## src/rtl/band_ctrl.sv

```systemverilog
// -----------------------------------------------------------------------------
// band_ctrl
//   Two-band (144/430) station controller. Raw front-panel switches and the
//   operator PTT are synchronized and debounced, then drive a small FSM that
//   sequences the band mux code and keys the PTT only once the band is settled.
//   A band change always passes through a guard interval of band code 000.
//
//   States:
//     state  | meaning
//     -------+-----------------------------------------------------------
//     OFF    | station disabled, band=000, ptt released
//     GUARD  | band=000 while a newly latched target settles, busy=1
//     RX     | target band applied, receive; keys to TX when armed + PTT
//     TX     | target band applied, ptt=0; band changes only flag fault
//
// Ports
//   clk       system clock, all state on rising edge
//   reset     asynchronous active-low reset
//   sw_en     raw enable switch (1 = station on), asynchronous
//   sw_rx430  raw receive-band switch (0 = 144, 1 = 430), asynchronous
//   sw_tx430  raw transmit-band switch (0 = 144, 1 = 430), asynchronous
//   ptt_in    raw operator PTT (0 = transmit), asynchronous
//   band      registered band code to the band mux
//   ptt       registered PTT to the sequencer (0 = transmit)
//   busy      registered, 1 while in GUARD
//   fault     registered sticky flag: band switch moved while transmitting
// -----------------------------------------------------------------------------
module band_ctrl #(
   parameter int DEB_CYCLES   = 16,
   parameter int GUARD_CYCLES = 64,
   parameter int CNT_W        = 20
) (
   input  logic       clk,
   input  logic       reset,
   input  logic       sw_en,
   input  logic       sw_rx430,
   input  logic       sw_tx430,
   input  logic       ptt_in,
   output logic [2:0] band,
   output logic       ptt,
   output logic       busy,
   output logic       fault
);

   localparam logic [1:0] S_OFF   = 2'd0;
   localparam logic [1:0] S_GUARD = 2'd1;
   localparam logic [1:0] S_RX    = 2'd2;
   localparam logic [1:0] S_TX    = 2'd3;

   localparam logic [CNT_W-1:0] DEB_LAST   = CNT_W'(DEB_CYCLES - 1);
   localparam logic [CNT_W-1:0] GUARD_LAST = CNT_W'(GUARD_CYCLES - 1);
   localparam logic [CNT_W-1:0] CNT_MAX    = '1;

   // channel order {ptt, tx, rx, en}; the PTT path idles released (1)
   localparam logic [3:0] CH_RST = 4'b1000;

   logic [3:0] sync1;
   logic [3:0] sync2;
   logic [3:0] db;

   always_ff @(posedge clk or negedge reset) begin
      if (!reset) begin
         sync1 <= CH_RST;
         sync2 <= CH_RST;
      end else begin
         sync1 <= {ptt_in, sw_tx430, sw_rx430, sw_en};
         sync2 <= sync1;
      end
   end

   // Counter tracks consecutive samples that disagree with the accepted
   // level; the level flips on the DEB_CYCLES-th such sample.
   for (genvar i = 0; i < 4; i++) begin : g_deb
      logic [CNT_W-1:0] cnt;
      logic             q;

      always_ff @(posedge clk or negedge reset) begin
         if (!reset) begin
            cnt <= '0;
            q   <= CH_RST[i];
         end else if (sync2[i] == q) begin
            cnt <= '0;
         end else if (cnt >= DEB_LAST) begin
            q   <= sync2[i];
            cnt <= '0;
         end else if (cnt != CNT_MAX) begin
            cnt <= cnt + 1'b1;
         end
      end

      assign db[i] = q;
   end

   logic en_db;
   logic rx_db;
   logic tx_db;
   logic ptt_db;

   assign en_db  = db[0];
   assign rx_db  = db[1];
   assign tx_db  = db[2];
   assign ptt_db = db[3];

   logic [2:0] req;

   always_comb begin
      req = 3'b100;
      case ({rx_db, tx_db})
         2'b00:   req = 3'b100;
         2'b11:   req = 3'b101;
         2'b10:   req = 3'b110;
         2'b01:   req = 3'b111;
         default: req = 3'b100;
      endcase
   end

   logic [1:0]       state,  state_nxt;
   logic [2:0]       target, target_nxt;
   logic             arm,    arm_nxt;
   logic [CNT_W-1:0] gcnt,   gcnt_nxt;
   logic             fault_nxt;
   logic [2:0]       band_nxt;
   logic             ptt_nxt;
   logic             busy_nxt;

   always_comb begin
      state_nxt  = state;
      target_nxt = target;
      arm_nxt    = arm;
      gcnt_nxt   = gcnt;
      fault_nxt  = fault;

      case (state)
         S_OFF: begin
            if (en_db) begin
               target_nxt = req;
               gcnt_nxt   = '0;
               state_nxt  = S_GUARD;
            end
         end
         S_GUARD: begin
            if (!en_db) begin
               state_nxt = S_OFF;
            end else if (req != target) begin
               target_nxt = req;
               gcnt_nxt   = '0;
            end else if (gcnt >= GUARD_LAST) begin
               state_nxt = S_RX;
            end else if (gcnt != CNT_MAX) begin
               gcnt_nxt = gcnt + 1'b1;
            end
         end
         S_RX: begin
            if (!en_db) begin
               state_nxt = S_OFF;
            end else if (req != target) begin
               target_nxt = req;
               gcnt_nxt   = '0;
               state_nxt  = S_GUARD;
            end else if (arm && !ptt_db) begin
               state_nxt = S_TX;
            end else if (ptt_db) begin
               arm_nxt = 1'b1;
            end
         end
         S_TX: begin
            if (!en_db) begin
               state_nxt = S_OFF;
            end else begin
               // the band is never moved under a keyed transmitter
               if (req != target) fault_nxt = 1'b1;
               if (ptt_db) state_nxt = S_RX;
            end
         end
         default: state_nxt = S_OFF;
      endcase

      // a PTT held through GUARD must be released before it can key
      if (state_nxt == S_RX && state != S_RX) arm_nxt = 1'b0;
      if (state_nxt == S_OFF) fault_nxt = 1'b0;

      band_nxt = (state_nxt == S_RX || state_nxt == S_TX) ? target_nxt : 3'b000;
      ptt_nxt  = (state_nxt != S_TX);
      busy_nxt = (state_nxt == S_GUARD);
   end

   always_ff @(posedge clk or negedge reset) begin
      if (!reset) begin
         state  <= S_OFF;
         target <= 3'b000;
         arm    <= 1'b0;
         gcnt   <= '0;
         fault  <= 1'b0;
         band   <= 3'b000;
         ptt    <= 1'b1;
         busy   <= 1'b0;
      end else begin
         state  <= state_nxt;
         target <= target_nxt;
         arm    <= arm_nxt;
         gcnt   <= gcnt_nxt;
         fault  <= fault_nxt;
         band   <= band_nxt;
         ptt    <= ptt_nxt;
         busy   <= busy_nxt;
      end
   end

endmodule

```

## config.mk

```make
export PLATFORM = sky130hd
export DESIGN_NAME = band_ctrl
export DESIGN_NICKNAME = d
export VERILOG_FILES = /design/src/rtl/band_ctrl.sv
export SDC_FILE = /design/constraint.sdc
export NUM_CORES = 1
export LEC_CHECK = 0
export CAP_MARGIN = 0
export CORE_ASPECT_RATIO = 0.8
export CORE_UTILIZATION = 60
export DETAILED_ROUTE_END_ITERATION = 16
export PLACE_DENSITY_LB_ADDON = 0.12
export SLEW_MARGIN = 20
export SYNTH_ARGS = -nofsm -noshare
export SYNTH_HDL_FRONTEND = slang
export SYNTH_SLANG_ARGS = --single-unit
```

## constraint.sdc

```tcl
create_clock -name clk -period 5.5 [get_ports clk]
set_input_delay 0.55 -clock clk [delete_from_list [all_inputs] [get_ports clk]]
set_output_delay 0.55 -clock clk [all_outputs]
set_load 0.02 [all_outputs]
```

==> impl_metrics.yaml, run 1 <==
outcome:
  status: "finished, final reports clean"
timing:
  whs_ps: 55.9
  hold_viol_final: 0
  period_share_pct: 44.9
  worst_pin_slew_ps: 885
  slew_headroom_pct: 41.0
  final-max-slew-violation-count: 0
  tns_ps: 0
  max_freq_mhz: 405
  clock_skew_ps: 13.7
  period_needed_ps: 2470
  setup_viol: 0
  rsz0062_at_grt: "no"
clock_tree:
  cts_tree: "built"
  clock_path_buffers: 2
  cts_resized: 0
  numCtsBuffers: 17
  cts.reportedPaths.clkPinSlew_ps: 60
  clkLatencyLatePin_ps: 520
  cts_sinks: 124
  postCtsSetupBuffers: 0
  holdBufCountCts: 0
  htree_levels: 4
  cts-root-buf: "clkbuf_8"
critical_path:
  slowest_stage: "dfrtp_1"
  cp-start-kind: "flip-flop"
  critical_path.cell_chain: "ha_1 > xor2_1 > and3_1 > o211ai_2 > nand2_1 > mux2_2"
  cp_num_buf_inv: 0
  crit_type: "flip-flop to flip-flop"
  critical_path_arrival_ps: 2860
  endpoint_kind: "flip-flop"
  r2r_cells: 6
  max_stage_delay_ps: 450
  crit_family: "simple AND/OR/NAND/NOR gates"
  path_depth: 6
  required_ps: 5890
  crit_fanout: 11
logic_synthesis:
  yosys-top-cells-count: "dfrtp_1 (120), nor2_1 (39), nor4_1 (19)"
  synth_area_leader_cell: "dfrtp_1"
  synth_top_area_share_pct: 64.8
  ys.flop_type: "dfrtp_1"
  netlist_area_um2: 4630
  yosysSeqAreaShare_pct: 67.1
  yosysMostFrequentCell: "dfrtp_1"
  synth_seq_cells: 124
  synth_edf_count: 0
  ys_types: 44
  syn_avg_cell_area_um2: 12.7
  synthTopCellsByArea: "dfrtp_1 (65%), nor2_1 (3.2%), ha_1 (3.0%)"
  synth_cells: 366
  async_reset_ff_share_pct: 100
  yosys_warnings: 0
routing:
  wirelength_mm: 8.12
  remaining_drc_errors: 0
  vias: 2998
  detail-route-antenna-nets: 0
  wl_per_cell_um: 14.2
  drt_iter0_markers: 127
  vias_per_cell: 5.24
  first_pass_iters: 6
global_route:
  grt_overflow_total: 0
  grt_antenna_before_repair: 0
  grt_pass1_vias: 3032
  grt_max_degree: 76
  grtUsageTotal_pct: 23.5
  grt_pass1_wl_mm: 13.9
final_layout:
  diodes: 0
  final_nets: 471
  area_growth_pct: 22.5
  post_route_cells_drive_above_1_share_pct: 12.0
  fin_cells: 572
  nFillCells: 488
placement:
  dp_hpwl_mm: 5.09
  dpl.cell_count: 540
  gp_congestion: 0.807
  numPortBuffers: 11
floorplanning:
  die_height_um: 80.6
  ios: 12
  rows: 28
  initial_utilization_pct: 62.4
  dieArea_um2: 8080
  core-area_um2: 7430
  die_w_um: 100
power_and_ir_drop:
  ir_worst_vdd_uv: 257
  leakage_nw: 2.62
  power.switching_uw: 619
  power.density_nw_per_um2: 410
  p_sw_share_pct: 26.6
  clock_power_share_pct: 47.8
  power.share.sequential_pct: 42.8
  p_comb_share_pct: 9.4
  internal_power_mw: 1.71
min_path:
  min_path_type: "input pin to asynchronous set/reset pin"
flow_run:
  maxCapViolCount: 0
[cell type report]
type / count / area (µm²) / share of cell area (%)
multi-input cells: 288 / 1680 / 29.6
clock inverters: 14 / 174 / 3.06
clock buffers: 18 / 428 / 7.54
inverters: 11 / 41.3 / 0.727
repair buffers: 12 / 115 / 2.03
flip-flops and latches: 124 / 3110 / 54.7
well taps: 105 / 131 / 2.31
[registers in the layout, summed over array words and instances, names as in the netlist, 2 cells and up]
| signal | cells |
|---|---|
| state | 2 |
| sync1 | 4 |
| g_deb.q | 3 |
| band | 3 |
| sync2 | 4 |
| target | 3 |
| gcnt | 20 |
| g_deb.cnt | 80 |
[per-layer routing]
layer  global-route usage [%]  part of all wire (%)  vias to the layer above
met1                     28.6                    44                     1490
li1                         -                     -                     1428
met2                     40.1                    52                       71
met4                     9.57                  0.89                        0
met5                        0                     0                        -
met3                     6.27                   3.7                        9
[logic make-up after synthesis]
family,after synthesis,synth area share [%]
fa+ha+maj,11,2.97
mux,8,1.92
buf+inv,17,1.78
flops,124,67.1
compound gates,47,7.48
xor+xnor,12,2.27
other cells,1,0.0809
simple gates,146,16.4
[per-stage QoR]
| step | power (mW) | area [µm²] | util, % | setup slack [ps] |
|---|---|---|---|---|
| after floorplan | 1.17 | 4870 | - | 3510 |
| after global placement | 1.22 | 5070 | 68.3 | 3180 |
| after detailed placement | 1.23 | 5070 | 68.3 | 3060 |
| after CTS | 2.34 | 5680 | 76.4 | 3040 |
| after global routing | 2.42 | 5680 | 76.4 | 2880 |
| final | 2.33 | 5680 | 76.4 | 3030 |
[worst reg2reg max path: stages, from the launching register on]
cell      delay, ps
dfrtp_1         450
ha_1            350
xor2_1          270
and3_1          450
o211ai_2        310
nand2_1         190
mux2_2          350
[layout by cell type, fill, tap and decap left out, types with 3 or more instances in the layout]
| cell type | Yosys | layout |
|---|---|---|
| a41o_1 | 4 | 4 |
| clkbuf_16 | 0 | 16 |
| o21ai_0 | 7 | 7 |
| and2_1 | 14 | 14 |
| clkinv_4 | 0 | 3 |
| and3_1 | 7 | 7 |
| clkdlybuf4s50_1 | 0 | 10 |
| inv_6 | 0 | 4 |
| dfstp_2 | 4 | 4 |
| ha_1 | 11 | 11 |
| xnor2_1 | 3 | 3 |
| nand4_1 | 18 | 18 |
| inv_1 | 10 | 10 |
| dfrtp_1 | 120 | 120 |
| nor2_1 | 39 | 39 |
| mux2_2 | 7 | 7 |
| or2_2 | 3 | 3 |
| inv_8 | 0 | 4 |
| or3_1 | 4 | 4 |
| nor3_1 | 3 | 3 |
| nand2b_1 | 6 | 6 |
| a31oi_1 | 7 | 7 |
| conb_1 | 1 | 64 |
| nand3_1 | 12 | 12 |
| a21oi_1 | 12 | 12 |
| xor2_1 | 9 | 9 |
| nor4_1 | 19 | 19 |
| nand2_1 | 18 | 18 |
[power groups by stage]
stage          Clock [mW]  Sequential (mW)  Combinational [mW]
2_1_floorplan           0             1.01               0.160
3_3_place_gp            0             1.01               0.207
3_5_place_dp            0             1.01               0.214
4_1_cts              1.13            0.998               0.217
5_1_grt              1.17             1.00               0.245
6_report             1.11            0.998               0.218
[worst paths after layout]
path                                    to       start  slack [ps]
max                                gcnt[1]  g_deb[2].q        3030
min                                   busy       reset          60
max reg2reg                        gcnt[1]  g_deb[2].q        3030
min reg2reg                       sync2[0]    sync1[0]         360
max in group asynchronous  g_deb[2].cnt[2]       reset        4120
min in group clk                  sync2[0]    sync1[0]         360
Power figures use the tool's default switching activity.
==> run 2, diff against run 1 <==
--- a/config.mk
+++ b/config.mk
@@ -7,7 +7,7 @@
 export LEC_CHECK = 0
 export CAP_MARGIN = 0
 export CORE_ASPECT_RATIO = 0.8
-export CORE_UTILIZATION = 60
+export CORE_UTILIZATION = 54
 export DETAILED_ROUTE_END_ITERATION = 16
 export PLACE_DENSITY_LB_ADDON = 0.12
 export SLEW_MARGIN = 20
==> constraint.sdc (replaced) <==
create_clock -name clk -period 2 [get_ports clk]
set_input_delay 0.2 -clock clk [delete_from_list [all_inputs] [get_ports clk]]
set_output_delay 0.2 -clock clk [all_outputs]
set_load 0.02 [all_outputs]
==> impl_metrics.yaml, run 2 (same netlist as run 1, synthesis figures left out) <==
timing:
  hold_viol_final: 0
  worst_slack_ps: 66.0
  slew_headroom_pct: 56.6
  rsz0062_at_grt: "yes"
  max_freq_mhz: 517
  period_needed_ps: 1930
  whs_ps: 90.9
  period_share_pct: 96.7
  setup_viol: 0
  final-max-slew-violation-count: 0
  clock_skew_ps: 7.51
  worst_pin_slew_ps: 643
critical_path:
  cp-start-kind: "flip-flop"
  endpoint_kind: "flip-flop"
  r2r_cells: 7
  ff2ff_setup_slack_ps: 70
  required_ps: 2400
  crit_type: "flip-flop to flip-flop"
  crit_fanout: 3
  critical_path_arrival_ps: 2330
placement:
  dp_slack_ps: -69.4
  placed_cell_area_um2: 5260
  gp_congestion: 0.796
  dpl.cell_count: 565
  dp_hpwl_mm: 5.29
  numPortBuffers: 11
floorplanning:
  core-area_um2: 8130
  ios: 12
  die_height_um: 84.9
  dieArea_um2: 8960
  rows: 29
  die_w_um: 106
  initial_utilization_pct: 57.0
clock_tree:
  numCtsBuffers: 17
  cts.reportedPaths.clkPinSlew_ps: 60
  htree_levels: 4
  cts_sinks: 124
  cts_tree: "built"
  clkLatencyLatePin_ps: 520
  cts-root-buf: "clkbuf_8"
  clock_path_buffers: 2
routing:
  detail-route-antenna-nets: 0
  wirelength_mm: 7.90
  remaining_drc_errors: 0
  drt_iter0_markers: 125
  vias_per_cell: 5.04
  vias: 3025
  wl_per_cell_um: 13.2
  first_pass_iters: 4
outcome:
  status: "finished, final reports clean"
global_route:
  grt_pass1_vias: 3055
  grt_antenna_before_repair: 0
  grtUsageTotal_pct: 20.7
  grt_max_degree: 46
  grt_overflow_total: 0
  grt_pass1_wl_mm: 13.9
flow_run:
  maxCapViolCount: 0
power_and_ir_drop:
  leakage_nw: 2.72
  ir_worst_vdd_uv: 1130
  power.density_nw_per_um2: 1080
final_layout:
  final_common_cell: "dfrtp_1"
  post_route_cells_drive_above_1_share_pct: 18.3
  fin_area_um2: 5890
  area_growth_pct: 27.1
  top_register: "g_deb.cnt"
  reg_top3: "g_deb.cnt x80, gcnt x20"
  final_cell_mix: "dfrtp_1 (118), conb_1 (64), nor2_1 (39), buf_4 (24), nor4_1 (19)"
  final_nets: 496
  largest_reg_flops: 80
  postLayoutCoreUtil_pct: 72.5
  fin_cells: 600
  diodes: 0
min_path:
  min_path_type: "input pin to flip-flop"
  holdPathStages: 1
==> run 2: cell count changes in the layout (fill, tap and decap cells not counted), moves of 2 or more <==
cell	before	now
buf_4	2	24
clkinv_2	0	5
inv_8	4	0
clkinvlp_4	1	4
dfrtp_1	120	118
dfrtp_2	0	2
ha_1	11	9
inv_6	4	2
==> run 2: layout make-up <==
| type | instances | area, µm² |
|---|---|---|
| multi-input combinational | 288 | 1730 |
| timing repair buffer | 37 | 322 |
| inverter | 11 | 41.3 |
| tap | 108 | 135 |
| fill | 571 | 2240 |
| clock inverter | 14 | 120 |
| clock buffer | 18 | 428 |
| sequential | 124 | 3110 |
==> run 2: worst max-delay path, stage by stage (launching register included) <==
cell	delay, ps
dfrtp_1	390
inv_2	70
ha_4	220
xor2_4	160
a31oi_2	220
mux2_4	320
a222oi_1	360
inv_1	90
==> run 2: routing by layer <==
| layer | vias to the layer above | GRT usage, % | share of wire [%] |
|---|---|---|---|
| li1 | 1472 | - | - |
| met5 | - | 0 | 0 |
| met3 | 16 | 8.06 | 3.9 |
| met2 | 53 | 29.7 | 45 |
| met4 | 0 | 8.08 | 2.0 |
| met1 | 1484 | 28.7 | 49 |
==> run 2: worst paths after layout <==
path                       startpoint                to
max                        g_deb[1].q         target[0]
min                            ptt_in          sync1[3]
min in group asynchronous       reset  g_deb[1].cnt[10]
min reg2reg                  sync1[0]          sync2[0]
max in group asynchronous       reset   g_deb[3].cnt[6]
max reg2reg                g_deb[1].q         target[0]
==> run 2: timing repair <==
item                       4_1_cts  5_1_grt
setup buffers                    1        1
pin swaps                        2        2
setup endpoints to repair       10       28
hold buffers                     1        0
gates resized for setup          1       12
hold endpoints to repair        38        0
==> run 2: stage by stage <==
stage	setup TNS [ps]	power [mW]
6_report	0	6.35
5_1_grt	-75.1	6.65
4_1_cts	0	6.33
3_5_place_dp	-202	3.55
3_3_place_gp	0	3.52
2_1_floorplan	0	3.21
==> run 2: power breakdown <==
group / internal, mW / switching, mW / leakage, nW
Clock: 1.67 / 1.09 / 0.263
Combinational: 0.382 / 0.447 / 0.920
Sequential: 2.65 / 0.109 / 1.54
Total: 4.70 / 1.65 / 2.72
